==> src/rtl/ts_pkg.sv <==
// Shared types and constants for the event timestamp capture blocks.
package ts_pkg;

    localparam int TS_W       = 64;
    localparam int CH_W_MAX   = 3;
    localparam int NCH_MIN    = 1;
    localparam int NCH_MAX    = 8;
    localparam int DEPTH_MIN  = 2;
    localparam int DEPTH_MAX  = 64;
    localparam int DROP_CNT_W = 16;

    // Queue entry: channel index sized for the largest legal NCH.
    typedef struct packed {
        logic [CH_W_MAX-1:0] ch;
        logic [TS_W-1:0]     ts;
    } ts_entry_t;

endpackage

==> src/rtl/ts_fifo.sv <==
// Synchronous first-word-fall-through FIFO with full/empty/count.
// A push into an empty FIFO becomes visible at the head on the next cycle.
module ts_fifo #(
    parameter int W     = 8,
    parameter int DEPTH = 8
) (
    input  logic                   clk,
    input  logic                   rst,
    input  logic                   push,
    input  logic [W-1:0]           din,
    input  logic                   pop,
    output logic [W-1:0]           dout,
    output logic                   full,
    output logic                   empty,
    output logic [$clog2(DEPTH):0] count
);
    localparam int AW = $clog2(DEPTH);
    localparam int CW = AW + 1;

    logic [W-1:0]  mem_q [DEPTH];
    logic [AW-1:0] wr_ptr_q, wr_ptr_d;
    logic [AW-1:0] rd_ptr_q, rd_ptr_d;
    logic [CW-1:0] count_q, count_d;
    logic          do_push, do_pop;

    always_comb begin
        full     = (count_q == CW'(DEPTH));
        empty    = (count_q == '0);
        do_pop   = pop && !empty;
        // A full FIFO still accepts a push when the head leaves in the same cycle.
        do_push  = push && (!full || do_pop);
        wr_ptr_d = wr_ptr_q + AW'(do_push);
        rd_ptr_d = rd_ptr_q + AW'(do_pop);
        count_d  = count_q + CW'(do_push) - CW'(do_pop);
        dout     = empty ? '0 : mem_q[rd_ptr_q];
        count    = count_q;
    end

    always_ff @(posedge clk) begin
        if (do_push) begin
            mem_q[wr_ptr_q] <= din;
        end
    end

    always_ff @(posedge clk or posedge rst) begin
        if (rst) begin
            wr_ptr_q <= '0;
            rd_ptr_q <= '0;
            count_q  <= '0;
        end else begin
            wr_ptr_q <= wr_ptr_d;
            rd_ptr_q <= rd_ptr_d;
            count_q  <= count_d;
        end
    end

endmodule

==> src/rtl/event_timestamp_capture.sv <==
// Latches the microsecond count on rising edges of asynchronous event inputs and
// queues {channel, stamp}. Define TS_DROP_CNT_EN to add the saturating DROP_CNT.
module event_timestamp_capture
    import ts_pkg::*;
#(
    parameter int NCH         = 4,
    parameter int DEPTH       = 8,
    parameter int SYNC_STAGES = 2
) (
    input  logic                                  CLK,
    input  logic                                  RST,
    input  logic                                  En,
    input  logic [TS_W-1:0]                       Nus,
    input  logic [NCH-1:0]                        EVT,
    output logic [TS_W-1:0]                       TS_DATA,
    output logic [((NCH > 1) ? $clog2(NCH) : 1)-1:0] TS_CH,
    output logic                                  TS_VALID,
    input  logic                                  TS_READY,
    output logic [$clog2(DEPTH):0]                FIFO_CNT,
    output logic [NCH-1:0]                        DROP
`ifdef TS_DROP_CNT_EN
    ,
    output logic [DROP_CNT_W-1:0]                 DROP_CNT
`endif
);
    localparam int CHW = (NCH > 1) ? $clog2(NCH) : 1;

    logic [SYNC_STAGES-1:0][NCH-1:0] sync_q, sync_d;
    logic [NCH-1:0]  prev_q, prev_d;
    logic [NCH-1:0]  evt_rise;
    logic [NCH-1:0]  pend_q, pend_d;
    logic [TS_W-1:0] cap_q [NCH];
    logic [TS_W-1:0] cap_d [NCH];
    logic [NCH-1:0]  drop_q, drop_d;
    logic [NCH-1:0]  wr_grant;
    logic [CHW-1:0]  sel;
    logic            any_pend, push, pop, full, empty;
    ts_entry_t       wr_entry, rd_entry;
    logic            unused_ch;

    // Synchronizers run regardless of En so enabling never fakes an edge.
    always_comb begin
        sync_d   = {sync_q[SYNC_STAGES-2:0], EVT};
        prev_d   = sync_q[SYNC_STAGES-1];
        evt_rise = sync_q[SYNC_STAGES-1] & ~prev_q;
    end

    // Lowest-index pending channel wins the single write slot.
    always_comb begin
        sel      = '0;
        any_pend = 1'b0;
        for (int i = NCH - 1; i >= 0; i--) begin
            if (pend_q[i]) begin
                sel      = CHW'(i);
                any_pend = 1'b1;
            end
        end
        pop      = TS_VALID && TS_READY;
        push     = any_pend && (!full || pop);
        wr_grant = '0;
        if (push) begin
            wr_grant[sel] = 1'b1;
        end
        wr_entry    = '0;
        wr_entry.ch = CH_W_MAX'(sel);
        wr_entry.ts = cap_q[sel];
    end

    // An edge landing in the cycle its old entry is written re-arms the channel.
    always_comb begin
        for (int i = 0; i < NCH; i++) begin
            pend_d[i] = pend_q[i];
            cap_d[i]  = cap_q[i];
            drop_d[i] = 1'b0;
            if (!En) begin
                pend_d[i] = 1'b0;
            end else if (evt_rise[i]) begin
                if (!pend_q[i] || wr_grant[i]) begin
                    pend_d[i] = 1'b1;
                    cap_d[i]  = Nus;
                end else begin
                    drop_d[i] = 1'b1;
                end
            end else if (wr_grant[i]) begin
                pend_d[i] = 1'b0;
            end
        end
    end

    always_ff @(posedge CLK or posedge RST) begin
        if (RST) begin
            sync_q <= '0;
            prev_q <= '0;
            pend_q <= '0;
            drop_q <= '0;
            for (int i = 0; i < NCH; i++) begin
                cap_q[i] <= '0;
            end
        end else begin
            sync_q <= sync_d;
            prev_q <= prev_d;
            pend_q <= pend_d;
            drop_q <= drop_d;
            for (int i = 0; i < NCH; i++) begin
                cap_q[i] <= cap_d[i];
            end
        end
    end

    ts_fifo #(
        .W     ($bits(ts_entry_t)),
        .DEPTH (DEPTH)
    ) u_fifo (
        .clk   (CLK),
        .rst   (RST),
        .push  (push),
        .din   (wr_entry),
        .pop   (pop),
        .dout  (rd_entry),
        .full  (full),
        .empty (empty),
        .count (FIFO_CNT)
    );

    assign TS_VALID  = !empty;
    assign TS_DATA   = rd_entry.ts;
    assign TS_CH     = rd_entry.ch[CHW-1:0];
    assign DROP      = drop_q;
    assign unused_ch = ^rd_entry.ch;

`ifdef TS_DROP_CNT_EN
    logic [DROP_CNT_W-1:0] dcnt_q, dcnt_d;

    // Counts cycles with any drop, so coincident drops count once.
    always_comb begin
        dcnt_d = dcnt_q;
        if ((|drop_d) && (dcnt_q != '1)) begin
            dcnt_d = dcnt_q + 1'b1;
        end
    end

    always_ff @(posedge CLK or posedge RST) begin
        if (RST) begin
            dcnt_q <= '0;
        end else begin
            dcnt_q <= dcnt_d;
        end
    end

    assign DROP_CNT = dcnt_q;
`endif

endmodule

==> config.mk <==
export PLATFORM = sky130hd
export DESIGN_NAME = event_timestamp_capture
export DESIGN_NICKNAME = d
export VERILOG_FILES = /design/src/rtl/ts_pkg.sv /design/src/rtl/ts_fifo.sv /design/src/rtl/event_timestamp_capture.sv
export SDC_FILE = /design/constraint.sdc
export NUM_CORES = 1
export LEC_CHECK = 0
export ABC_AREA = 1
export ABC_CLOCK_PERIOD_IN_PS = 11600
export CAP_MARGIN = 20
export CORE_ASPECT_RATIO = 1.75
export CORE_MARGIN = 3
export CORE_UTILIZATION = 55
export CTS_BUF_LIST = sky130_fd_sc_hd__clkbuf_4 sky130_fd_sc_hd__clkbuf_8
export DETAILED_ROUTE_END_ITERATION = 8
export GPL_ROUTABILITY_DRIVEN = 0
export HOLD_SLACK_MARGIN = 0.12
export PLACE_DENSITY = 0.71
export SYNTH_ARGS = -nofsm -noshare
export SYNTH_HDL_FRONTEND = slang
export SYNTH_HIERARCHICAL = 1
export SYNTH_SLANG_ARGS = --single-unit
==> constraint.sdc <==
create_clock -name CLK -period 11.6 [get_ports CLK]
set_input_delay 1.74 -clock CLK [delete_from_list [all_inputs] [get_ports CLK]]
set_output_delay 1.74 -clock CLK [all_outputs]
set_load 0.02 [all_outputs]
==> results of run 1 <==
-- worst paths after layout --
kind                       cells after the start                             to  slack (ns)                    startpoint
min in group asynchronous                      2      u_fifo/count[1]$_DFF_PP0_        1.48                           RST
hold reg to reg                                0            prev_d[1]$_DFF_PP0_        0.35           sync_d[5]$_DFF_PP0_
hold / removal                                 0            prev_d[1]$_DFF_PP0_        0.35           sync_d[5]$_DFF_PP0_
setup reg to reg                               9  u_fifo/mem_q[5][16]$_DFFE_PP_        6.84     u_fifo/count[2]$_DFF_PP0_
setup / recovery                              10                    TS_DATA[13]        4.98  u_fifo/rd_ptr_q[0]$_DFF_PP0_
max in group asynchronous                      3         cap_q[157]$_DFFE_PP0P_        8.40                           RST
-- power groups by stage --
stage          registers, mW  logic [mW]  clock network, mW
2_1_floorplan           3.94        2.28                  0
6_report                4.01        3.36               2.30
4_1_cts                 4.01        3.39               2.34
3_3_place_gp            4.05        3.33                  0
5_1_grt                 4.06        3.74               2.46
3_5_place_dp            4.07        3.38                  0
-- final cells by class --
type	count	area, sq um
clock buffer	159	1940
fill	5590	24900
sequential	814	23000
antenna	1	2.50
multi-input combinational	2226	9750
tap	882	1100
inverter	681	2570
timing repair buffer	179	1750
clock inverter	52	434
-- worst max-delay path, delay by kind of cell, from the launching register on --
family / cells / cell delay, ns
buf+inv: 5 / 2.75
flops: 1 / 0.71
simple gates: 5 / 0.51
-- per-layer routing --
| metal | GRT usage [%] | share of wire, % | wire (um) | up-vias |
|---|---|---|---|---|
| met1 | 31.7 | 42 | 35400 | 12200 |
| li1 | - | - | - | 12600 |
| met2 | 41.6 | 49 | 41200 | 777 |
| met4 | 8.40 | 2.5 | 2060 | 0 |
| met3 | 3.41 | 5.9 | 4950 | 145 |
| met5 | 0 | 0 | 0 | - |
-- flip-flops by register name (all words and copies together), names as in the netlist --
name / count
pend_q: 4
u_fifo/mem_q: 528
cap_q: 256
u_fifo/rd_ptr_q: 3
u_fifo/wr_ptr_q: 3
prev_d: 4
sync_d: 4
prev_q: 4
DROP: 4
u_fifo/count: 4
==> out/metrics.cfg, run 1 <==
[outcome]
outcome = completed

[global_route]
grt-ovfl-total = 0
grt_pass1_wl_mm = 133
gr-usage-all-layers_pct = 24.2
grt_max_degree = 135
grt_pass1_vias = 25300
antenna_found_initial = 2

[timing]
setup_ws_ns = 4.98
setup_viol = 0
holdWs_ns = 0.346
timing.final.crit_share_pct = 57.1
finClkSkew_ns = 0.0301
fin_crit_ns = 6.62
tightest_slew_ns = 1.11
final_hold_viol_count = 0
slew_viol_final = 0
rsz0062_at_grt = no
max_freq_ghz = 0.151
setup-tns-final_ns = 0
slew_headroom_pct = 25.8

[detailed_routing]
drtPass1Iterations = 5
ant_nets = 0
drt-initial-drc-count = 1660
via_per_inst = 5.14
drc = 0
wire_per_inst_um = 16.8
wl_mm = 83.7
vias = 25700

[worst_setup_path]
worstPathCellList = inv_6 -> buf_4 -> buf_16 -> buf_4 -> nand2_1 -> nand3_1 -> nand3_1 -> nand2_1 -> nor2_1 -> clkdlybuf4s50_1
start_kind = flip-flop
crit_slowest_cell = buf_4
critPathMaxStageDelay_ns = 0.84
arrival_ns = 4.88
critPathMaxFanout = 97
critical_path_class = reg2out
critPathRequiredTime_ns = 9.86
cp-end-kind = primary output

[floorplan]
core-area_sq_um = 65500
die_y_um = 346
start_util_pct = 55.6
num_rows = 124
pin_count = 147
die_area_sq_um = 69400
die_w_um = 200

[logic_synthesis]
syn_area_sq_um = 36400
syn_inst = 3944
syn_avg_cell_area_sq_um = 9.23
syn_nets = 4026
ys_warn_count = 6

[layout]
layout-drive-gt1-share_pct = 6.11
fin_nets = 4096
finalNonFillerCells = 4994
syn2layout_area_growth_pct = 11.5
final_common_cell = nand2_1
fin_area_sq_um = 40600
fin_util_pct = 62.0
mostFrequentLayoutCells = 1,193 x nand2_1, 676 x inv_1, 531 x nand3_1

[placed_design]
dpl.cell_count = 4782
dpl_cell_area_sq_um = 38200
place_ws_ns = 5.80
port_buffers = 146
dp_hpwl_mm = 46.9

[power]
report.power.total_mw = 9.67
p_leak_nw = 19.4
switching_share_pct = 36.9
internal-power_mw = 6.10
clockPowerShare_pct = 23.8
ir_drop_mv = 0.133
powerDensity_nw_per_um2 = 238
p_seq_share_pct = 41.5
power.switching_mw = 3.57
power.share.combinational_pct = 34.7

[clock_tree]
cts_hold_buf = 0
cts_setup_buffers = 0
root_buffer = clkbuf_8
cts_inserted_buffers = 112
cts_buffer_depth = 3
cts_tree = built
post_cts_resized = 0
insertion_delay_ns = 0.74
clkTransAtPathRegs_ns = 0.07
clkSinkCount = 814
h-tree-depth = 3

[job]
maxCapViolCount = 0

[min_path]
hp-class = reg2reg

(Power assumes the default switching activity.)
==> run 2, diff against run 1 <==
--- a/config.mk
+++ b/config.mk
@@ -6,7 +6,7 @@
 export NUM_CORES = 1
 export LEC_CHECK = 0
 export ABC_AREA = 1
-export ABC_CLOCK_PERIOD_IN_PS = 11600
+export ABC_CLOCK_PERIOD_IN_PS = 6120
 export CAP_MARGIN = 20
 export CORE_ASPECT_RATIO = 1.75
 export CORE_MARGIN = 3
==> constraint.sdc (replaced) <==
create_clock -name CLK -period 6.12 [get_ports CLK]
set_input_delay 0.918 -clock CLK [delete_from_list [all_inputs] [get_ports CLK]]
set_output_delay 0.918 -clock CLK [all_outputs]
set_load 0.02 [all_outputs]
==> run 2 against run 1 <==
Against the previous run:
- critical path depth down 2
- sequential cell count unchanged
- core utilization down 0.18 points
- non-clock buffer count up 2
- first-iteration DRC count up 30%
- register-to-register slack worse by 4.3 ns
- design area down 0.29%
- clock-buffer cell count down 6
- worst setup slack worse by 3.7 ns
- cell count down 0.22%
- critical endpoint is now TS_DATA[31]
==> out/metrics.cfg, run 2 (same netlist as run 1, synthesis figures left out) <==
[detailed_routing]
wire_per_inst_um = 16.8
ant_nets = 0
drc = 0
wl_mm = 84.0
drtPass1Iterations = 7
vias = 25700
via_per_inst = 5.15
drt-initial-drc-count = 2150

[floorplan]
core-area_sq_um = 65500
die_y_um = 346
start_util_pct = 55.6
num_rows = 124
die_w_um = 200
pin_count = 147
die_area_sq_um = 69400

[clock_tree]
clkTransAtPathRegs_ns = 0.07
cts_tree = built
clkSinkCount = 814
h-tree-depth = 3
cts_buffer_depth = 3
cts_hold_buf = 0
root_buffer = clkbuf_8
post_cts_resized = 0
cts_inserted_buffers = 107
insertion_delay_ns = 0.69
cts_setup_buffers = 0

[job]
maxCapViolCount = 0

[layout]
mostFrequentLayoutCells = 1,193 x nand2_1, 676 x inv_1, 531 x nand3_1
fin_nets = 4093
layout-drive-gt1-share_pct = 5.85
regArea_sq_um = 23000
nFillCells = 5595
largestRegisters = u_fifo/mem_q: 528 flops, cap_q: 256 flops
syn2layout_area_growth_pct = 11.2
largest_reg_flops = 528
regMostFlops = u_fifo/mem_q
multiInputGateArea_sq_um = 9750
final_common_cell = nand2_1

[worst_setup_path]
cp-end-kind = primary output
rrSetupSlack_ns = 2.55
start_kind = flip-flop
arrival_ns = 3.92
critPathRequiredTime_ns = 5.20
critical_path_class = reg2out
critPathMaxFanout = 133

[timing]
finClkSkew_ns = 0.0254
timing.final.crit_share_pct = 79.0
setup_ws_ns = 1.29
fin_crit_ns = 4.83
max_freq_ghz = 0.207
tightest_slew_ns = 1.11
setup-tns-final_ns = 0
slew_headroom_pct = 25.7
final_hold_viol_count = 0
slew_viol_final = 0
setup_viol = 0
rsz0062_at_grt = no

[global_route]
grt_pass1_vias = 25200
gr-usage-all-layers_pct = 24.2
antenna_found_initial = 1
grt_pass1_wl_mm = 134
grt_max_degree = 210
grt-ovfl-total = 0

[power]
p_seq_share_pct = 41.7
switching_share_pct = 37.1
ir_drop_mv = 0.431
power.switching_mw = 6.69
power.share.combinational_pct = 36.0
internal-power_mw = 11.3
powerDensity_nw_per_um2 = 445
p_leak_nw = 19.4
clockPowerShare_pct = 22.2

[outcome]
outcome = completed

[placed_design]
place_ws_ns = 1.99
dp_hpwl_mm = 46.0
port_buffers = 146

[min_path]
hp-class = reg2reg

==> run 2: final cells by class <==
type | instances | area share (%)
Antenna cell | 1 | 0.00618
Clock buffer | 153 | 4.60
Clock inverter | 45 | 0.689
Inverter | 681 | 6.35
Multi-Input combinational cell | 2226 | 24.1
Sequential cell | 814 | 56.9
Tap cell | 882 | 2.73
Timing Repair Buffer | 181 | 4.63
==> run 2: power groups by stage <==
stage                     clock, mW  combinational (mW)  sequential, mW
after floorplan                   0                4.32            7.47
after global placement            0                6.43            7.60
after detailed placement          0                6.52            7.63
after CTS                      4.08                6.55            7.52
after global routing           4.34                7.20            7.61
final                          4.01                6.49            7.52
==> run 2: critical path: stages, from the launching register on <==
cell and delay (ns):
dfrtp_4 0.74, inv_6 0.81, buf_12 0.53, nand2_1 0.11
nand3_1 0.09, nand3_1 0.09, nand2_1 0.09, nor2_1 0.08
clkdlybuf4s50_1 0.55
==> run 2: worst paths after layout <==
kind                                                  to  cells past startpoint                          from
max                                          TS_DATA[31]                      8  u_fifo/rd_ptr_q[0]$_DFF_PP0_
min                                  prev_d[2]$_DFF_PP0_                      0           sync_d[6]$_DFF_PP0_
max reg2reg                u_fifo/mem_q[4][19]$_DFFE_PP_                     12     u_fifo/count[2]$_DFF_PP0_
min reg2reg                          prev_d[2]$_DFF_PP0_                      0           sync_d[6]$_DFF_PP0_
max in group asynchronous         cap_q[155]$_DFFE_PP0P_                      3                           RST
min in group asynchronous      u_fifo/count[0]$_DFF_PP0_                      2                           RST
==> run 2: per-stage QoR <==
stage	instances	hold slack (ns)	utilization [%]	area (sq um)	power [mW]
2_1_floorplan	3944	0.331	-	36400	11.8
3_3_place_gp	4783	0.332	58.5	38300	14.0
3_5_place_dp	4783	0.336	58.5	38300	14.2
4_1_cts	4981	0.347	61.8	40400	18.2
5_1_grt	4983	0.357	61.8	40500	19.2
6_report	4983	0.344	61.8	40500	18.0
==> run 2: metal layers <==
| metal | wire [um] | vias to the layer above | track usage [%] |
|---|---|---|---|
| li1 | - | 12500 | - |
| met1 | 36300 | 12300 | 32.4 |
| met2 | 41300 | 751 | 41.4 |
| met3 | 4530 | 131 | 2.98 |
| met4 | 1830 | 0 | 7.82 |
| met5 | 0 | - | 0 |
